===== config.mk =====
export PLATFORM = sky130hd
export DESIGN_NAME = pa_dtu_trig_evt_ctrl
export DESIGN_NICKNAME = d
export VERILOG_FILES = /design/src/rtl/pa_dtu_pkg.sv /design/src/rtl/pa_dtu_evt_cnt.sv /design/src/rtl/pa_dtu_trig_evt_ctrl.sv
export SDC_FILE = /design/constraint.sdc
export NUM_CORES = 1
export LEC_CHECK = 0
export ABC_CLOCK_PERIOD_IN_PS = 2200
export CAP_MARGIN = 20
export CORE_ASPECT_RATIO = 0.75
export CORE_UTILIZATION = 45
export CTS_BUF_LIST = sky130_fd_sc_hd__clkbuf_4 sky130_fd_sc_hd__clkbuf_8
export DETAILED_ROUTE_END_ITERATION = 10
export GPL_ROUTABILITY_DRIVEN = 0
export GPL_TIMING_DRIVEN = 0
export MAX_ROUTING_LAYER = met4
export PLACE_DENSITY = 0.79
export RECOVER_POWER = 25
export SYNTH_ARGS = -nofsm -noshare
export SYNTH_HDL_FRONTEND = slang
export SYNTH_HIERARCHICAL = 1
export SYNTH_SLANG_ARGS = --single-unit

===== constraint.sdc =====
create_clock -name cpuclk -period 2.2 [get_ports cpuclk]
set_input_delay 0.22 -clock cpuclk [delete_from_list [all_inputs] [get_ports cpuclk]]
set_output_delay 0.22 -clock cpuclk [all_outputs]
set_load 0.02 [all_outputs]

===== src/rtl/pa_dtu_pkg.sv =====
// pa_dtu_pkg: shared DTU state encoding and counter width default
package pa_dtu_pkg;
    localparam int DTU_CNT_WIDTH = 16;
    typedef enum logic [1:0] {
        IDLE  = 2'b00,
        COUNT = 2'b01,
        REQ   = 2'b10,
        DONE  = 2'b11
    } dtu_state_e;
endpackage


===== src/rtl/pa_dtu_evt_cnt.sv =====
// pa_dtu_evt_cnt: event counter with clear, increment and match/wrap detect
module pa_dtu_evt_cnt
    import pa_dtu_pkg::*;
#(
    parameter int CNT_WIDTH = DTU_CNT_WIDTH
) (
    input  logic                 cpuclk,
    input  logic                 cpurst,
    input  logic                 clr,
    input  logic                 inc,
    input  logic [CNT_WIDTH-1:0] match_val,
    output logic [CNT_WIDTH-1:0] cnt,
    output logic                 hit,
    output logic                 wrap
);
    logic [CNT_WIDTH-1:0] cnt_nxt;
    logic [CNT_WIDTH-1:0] eff_match;
    assign cnt_nxt   = cnt + 1'b1;
    // a programmed match of zero behaves as one
    assign eff_match = (match_val == '0) ? CNT_WIDTH'(1) : match_val;
    assign hit       = cnt_nxt == eff_match;
    assign wrap      = &cnt;
    always_ff @(posedge cpuclk) begin
        if (cpurst || clr)
            cnt <= '0;
        else if (inc)
            cnt <= cnt_nxt;
    end
endmodule


===== src/rtl/pa_dtu_trig_evt_ctrl.sv =====
// pa_dtu_trig_evt_ctrl: counts synchronized trigger pulses and raises a held debug request on match
module pa_dtu_trig_evt_ctrl
    import pa_dtu_pkg::*;
#(
    parameter int CNT_WIDTH = DTU_CNT_WIDTH
) (
    input  logic                 cpuclk,
    input  logic                 cpurst,
    input  logic                 trig_pulse,
    input  logic                 cfg_en,
    input  logic                 cfg_clr,
    input  logic [CNT_WIDTH-1:0] cfg_match,
    input  logic                 dbg_ack,
    output logic                 dbg_req,
    output logic [CNT_WIDTH-1:0] evt_cnt,
    output logic                 hit_flag,
    output logic                 ovf_flag,
    output logic                 busy
);
    dtu_state_e state, state_nxt;
    logic cnt_clr, cnt_inc, cnt_hit, cnt_wrap, flag_clr, ovf_set;
    always_ff @(posedge cpuclk) begin
        state <= cpurst ? IDLE : state_nxt;
    end
    // cfg_clr outranks everything except the REQ handshake
    always_comb begin
        state_nxt = state;
        case (state)
            IDLE:  state_nxt = (!cfg_clr && cfg_en) ? COUNT : IDLE;
            COUNT: state_nxt = cfg_clr ? COUNT : !cfg_en ? IDLE : (trig_pulse && cnt_hit) ? REQ : COUNT;
            REQ:   state_nxt = dbg_ack ? (cfg_en ? DONE : IDLE) : REQ;
            DONE:  state_nxt = cfg_clr ? COUNT : !cfg_en ? IDLE : DONE;
            default: state_nxt = IDLE;
        endcase
    end
    always_comb begin
        flag_clr = cfg_clr && (state != REQ);
        cnt_clr  = flag_clr || (state == IDLE && cfg_en);
        cnt_inc  = (state == COUNT) && !cfg_clr && cfg_en && trig_pulse;
        ovf_set  = !cfg_clr && trig_pulse && ((state == REQ) || (state == DONE) || (cnt_inc && cnt_wrap));
    end
    pa_dtu_evt_cnt #(.CNT_WIDTH(CNT_WIDTH)) u_evt_cnt (
        .cpuclk    (cpuclk),
        .cpurst    (cpurst),
        .clr       (cnt_clr),
        .inc       (cnt_inc),
        .match_val (cfg_match),
        .cnt       (evt_cnt),
        .hit       (cnt_hit),
        .wrap      (cnt_wrap)
    );
    always_ff @(posedge cpuclk) begin
        if (cpurst) begin
            dbg_req  <= 1'b0;
            busy     <= 1'b0;
            hit_flag <= 1'b0;
            ovf_flag <= 1'b0;
        end else begin
            dbg_req  <= state_nxt == REQ;
            busy     <= (state_nxt == COUNT) || (state_nxt == REQ);
            hit_flag <= (hit_flag && !flag_clr) || (cnt_inc && cnt_hit);
            ovf_flag <= (ovf_flag && !cfg_clr) || ovf_set;
        end
    end
endmodule


==> results.yml <==
logic_synthesis:
  avgSynthCellArea_um2: 8.14
  syn-cell-area_um2: 1490
  ys_dominant_reg_cell: "dfxtp_1"
  syn_nets: 207
  synthArstFlopShare: 0
  synth_edf_count: 0
  postSynthCellCount: 183
  ys_seq_area_frac: 0.296
  synth_warnings: 6
  ys_seq_elements: 22
  synth.distinct_cells: 48
layout:
  antenna_cells: 0
  area_growth_pct: 46.2
  drive_gt1_frac: 0.190
  finalNetCount: 262
  fin_cells: 275
  final_area_um2: 2180
critical_path:
  path_buf_inv: 1
  timing.rr.start: "u_evt_cnt/cnt[1]"
  crit_required_ns: 2.40
  crit_path_max_fanout: 2
  cpLargestDelayFamily: "simple AND/OR/NAND/NOR gates"
  crit_type: "in2reg"
  worstSetupEndpointType: "flop"
  crit_path_frequent_cell: "nand4_1"
  cpMaxStageDelayCell: "clkdlybuf4s50_1"
  startpoint: "cfg_match[8]"
  cp.arrival_ns: 2.51
  worstSetupStartpointType: "input port"
  cp_cell_sequence: "clkdlybuf4s50_1 -> nor4_4 -> nand4_1 -> mux2_2 -> a21oi_1 -> nand4_1 -> nor3_2 -> nand4_1 -> nand2_1 -> ha_1 -> nor2_1"
  slowest_delay_ns: 0.48
cts:
  cts.clk_slew.worst_paths_ns: 0.08
  htreeDepth: 1
  hold_buffers: 0
  clock_latency_ns: 0.26
  clock_tree.root_cell: "clkbuf_8"
  cts_tree: "done"
  numCtsBuffers: 3
  clock-sinks: 22
  cts_buffer_depth: 2
route:
  antenna_left: 0
  drt_iter0_markers: 86
  num_vias: 1508
  wire_per_inst_um: 14.3
  drtPass1Iterations: 5
  wl_mm: 3.93
  vias_per_cell: 5.48
  drc: 0
hold_path:
  worstHoldStart: "hit_flag"
  hold_class: "reg2reg"
pwr:
  p_seq_frac: 0.509
  clock_power_share: 0.347
  power_switching_mw: 0.182
  vdd_drop_max_v: 0.000324
  intPower_mw: 0.599
  switching_share: 0.233
  power_density_nw_per_um2: 359
  cellLeakagePower_nw: 0.841
  power_frac_comb: 0.144
grt:
  grtUsageTotal: 0.253
  antenna_found_initial: 0
  grt_overflow_total: 0
  grt_pass1_wl_mm: 6.44
  grt_pass1_vias: 1372
  grt_max_degree: 13
floorplan:
  initial_core_util: 0.490
  dieHeight_um: 51.8
  fp.dieW_um: 68.5
  ioPinCount: 42
  core_area_um2: 3040
  die_area_um2: 3550
  fp-row-count: 17
timing:
  setup_violations: 2
  fin_crit_sh: 1.05
  worst_slack_ns: -0.113
  drv_slew: 0
  timing.fmax_mhz: 432
  final_hold_viol_count: 0
  tightest_slew_ns: 0.537
  clock_skew_ns: 0.00136
  min_period_ns: 2.31
  rsz0062_at_grt: "yes"
  slew_headroom: 0.642
placed_design:
  portBuffers: 41
  dp.cells: 262
  dpl_cell_area_um2: 1980
  dpl.hpwl_mm: 2.73
outcome:
  violations: "setup timing"
  status: "finished, violations left"
job:
  cap_viol_max_count: 0
-- layout make-up --
cell class	instances	area, um2
clock buffer	4	48.8
inverter	3	11.3
multi-input combinational	150	1080
fill	261	863
buffer	5	27.5
sequential	22	458
tap	38	47.5
timing repair buffer	53	500
-- Yosys cell counts, types with 3 or more instances --
library cell,count,area [um2]
a21oi_1,12,60.1
and3_1,3,18.8
clkbuf_1,3,11.3
dfxtp_1,22,440
mux2i_1,3,30.0
nand2_1,15,56.3
nand2b_1,4,25.0
nand3_1,4,20.0
nand4_1,10,62.6
nor2_1,20,75.1
nor3_2,3,30.0
nor4_1,5,31.3
o21ai_0,4,20.0
or3_1,3,18.8
xnor2_1,18,158
xor2_1,14,123
-- per-stage QoR --
stage	setup TNS, ns	power (mW)	setup WS (ns)	hold slack [ns]	util
after floorplan	0	0.455	0.00416	0.287	-
after global placement	-1.26	0.515	-0.447	0.473	0.650
after detailed placement	-1.25	0.516	-0.425	0.481	0.650
after CTS	-0.00534	0.781	-0.00534	0.492	0.703
after global routing	-0.702	0.814	-0.268	0.531	0.716
final	-0.158	0.781	-0.113	0.490	0.716
-- per-layer routing --
layer  part of all wire  track usage  vias up
met2               0.46        0.391       47
met1               0.48        0.352      699
met3              0.057       0.0526        2
met4             0.0031       0.0208        0
li1                   -            -      760
met5                  0            -        -
-- registers in the layout, indices dropped and copies added (netlist names) --
name	cells
ovf_flag	1
hit_flag	1
busy	1
state	2
u_evt_cnt/cnt	16
dbg_req	1
-- worst paths after layout --
path                            depth (start not counted)  slack [ns]        to
worst max-delay path                                   11       -0.11      busy
worst min-delay path                                    2        0.49  hit_flag
worst max register to register                         11       -0.10      busy
worst min register to register                          2        0.49  hit_flag
-- cells by family (layout without fill, tap and decap cells) --
logic type,count (synthesis),in the layout,synth area share
xor+xnor,32,32,0.188
simple gates,86,86,0.334
flops,22,22,0.296
buf+inv,11,65,0.0344
compound gates,26,26,0.103
mux,4,4,0.0277
fa+ha+maj,2,2,0.0168
-- tightest hold or removal path, cell delays in order, from the launching register on --
cell,delay [ns]
dfxtp_1,0.31
o21ai_1,0.07
a21oi_1,0.07
-- layout by cell type (no fill, tap or decap), types with 2 or more instances in the layout --
cell type        instances
dfxtp_4                  3
and3_1                   2
nor4_1                   3
mux2i_1                  3
nand3_1                  2
xor2_1                  14
buf_4                   12
nor3_1                   2
and2_1                   2
dfxtp_2                  5
clkdlybuf4s50_1         33
nor4_4                   2
nand2_1                 15
clkbuf_8                 3
dlygate4sd3_1            8
nand4_1                 10
nand2b_1                 4
xnor2_1                 18
nor2_1                  20
clkbuf_1                 2
o21ai_0                  4
or3_1                    3
nand3b_1                 2
a21oi_1                 11
inv_1                    2
dfxtp_1                 14
a31oi_1                  2
nor3_4                   3
-- timing repair --
item	in CTS	in global routing
endpoints found under the setup margin	3	5
pin swaps	12	4
gates resized for setup	11	5
setup buffers	9	5
cloned	0	0
-- power by group through the flow --
stage	logic (mW)	clock network [mW]	registers [mW]
after detailed placement	0.107	0	0.409
after global placement	0.107	0	0.409
final	0.112	0.271	0.398
after CTS	0.109	0.273	0.399
after floorplan	0.0458	0	0.410
after global routing	0.121	0.294	0.398
(Power assumes the default switching activity.)
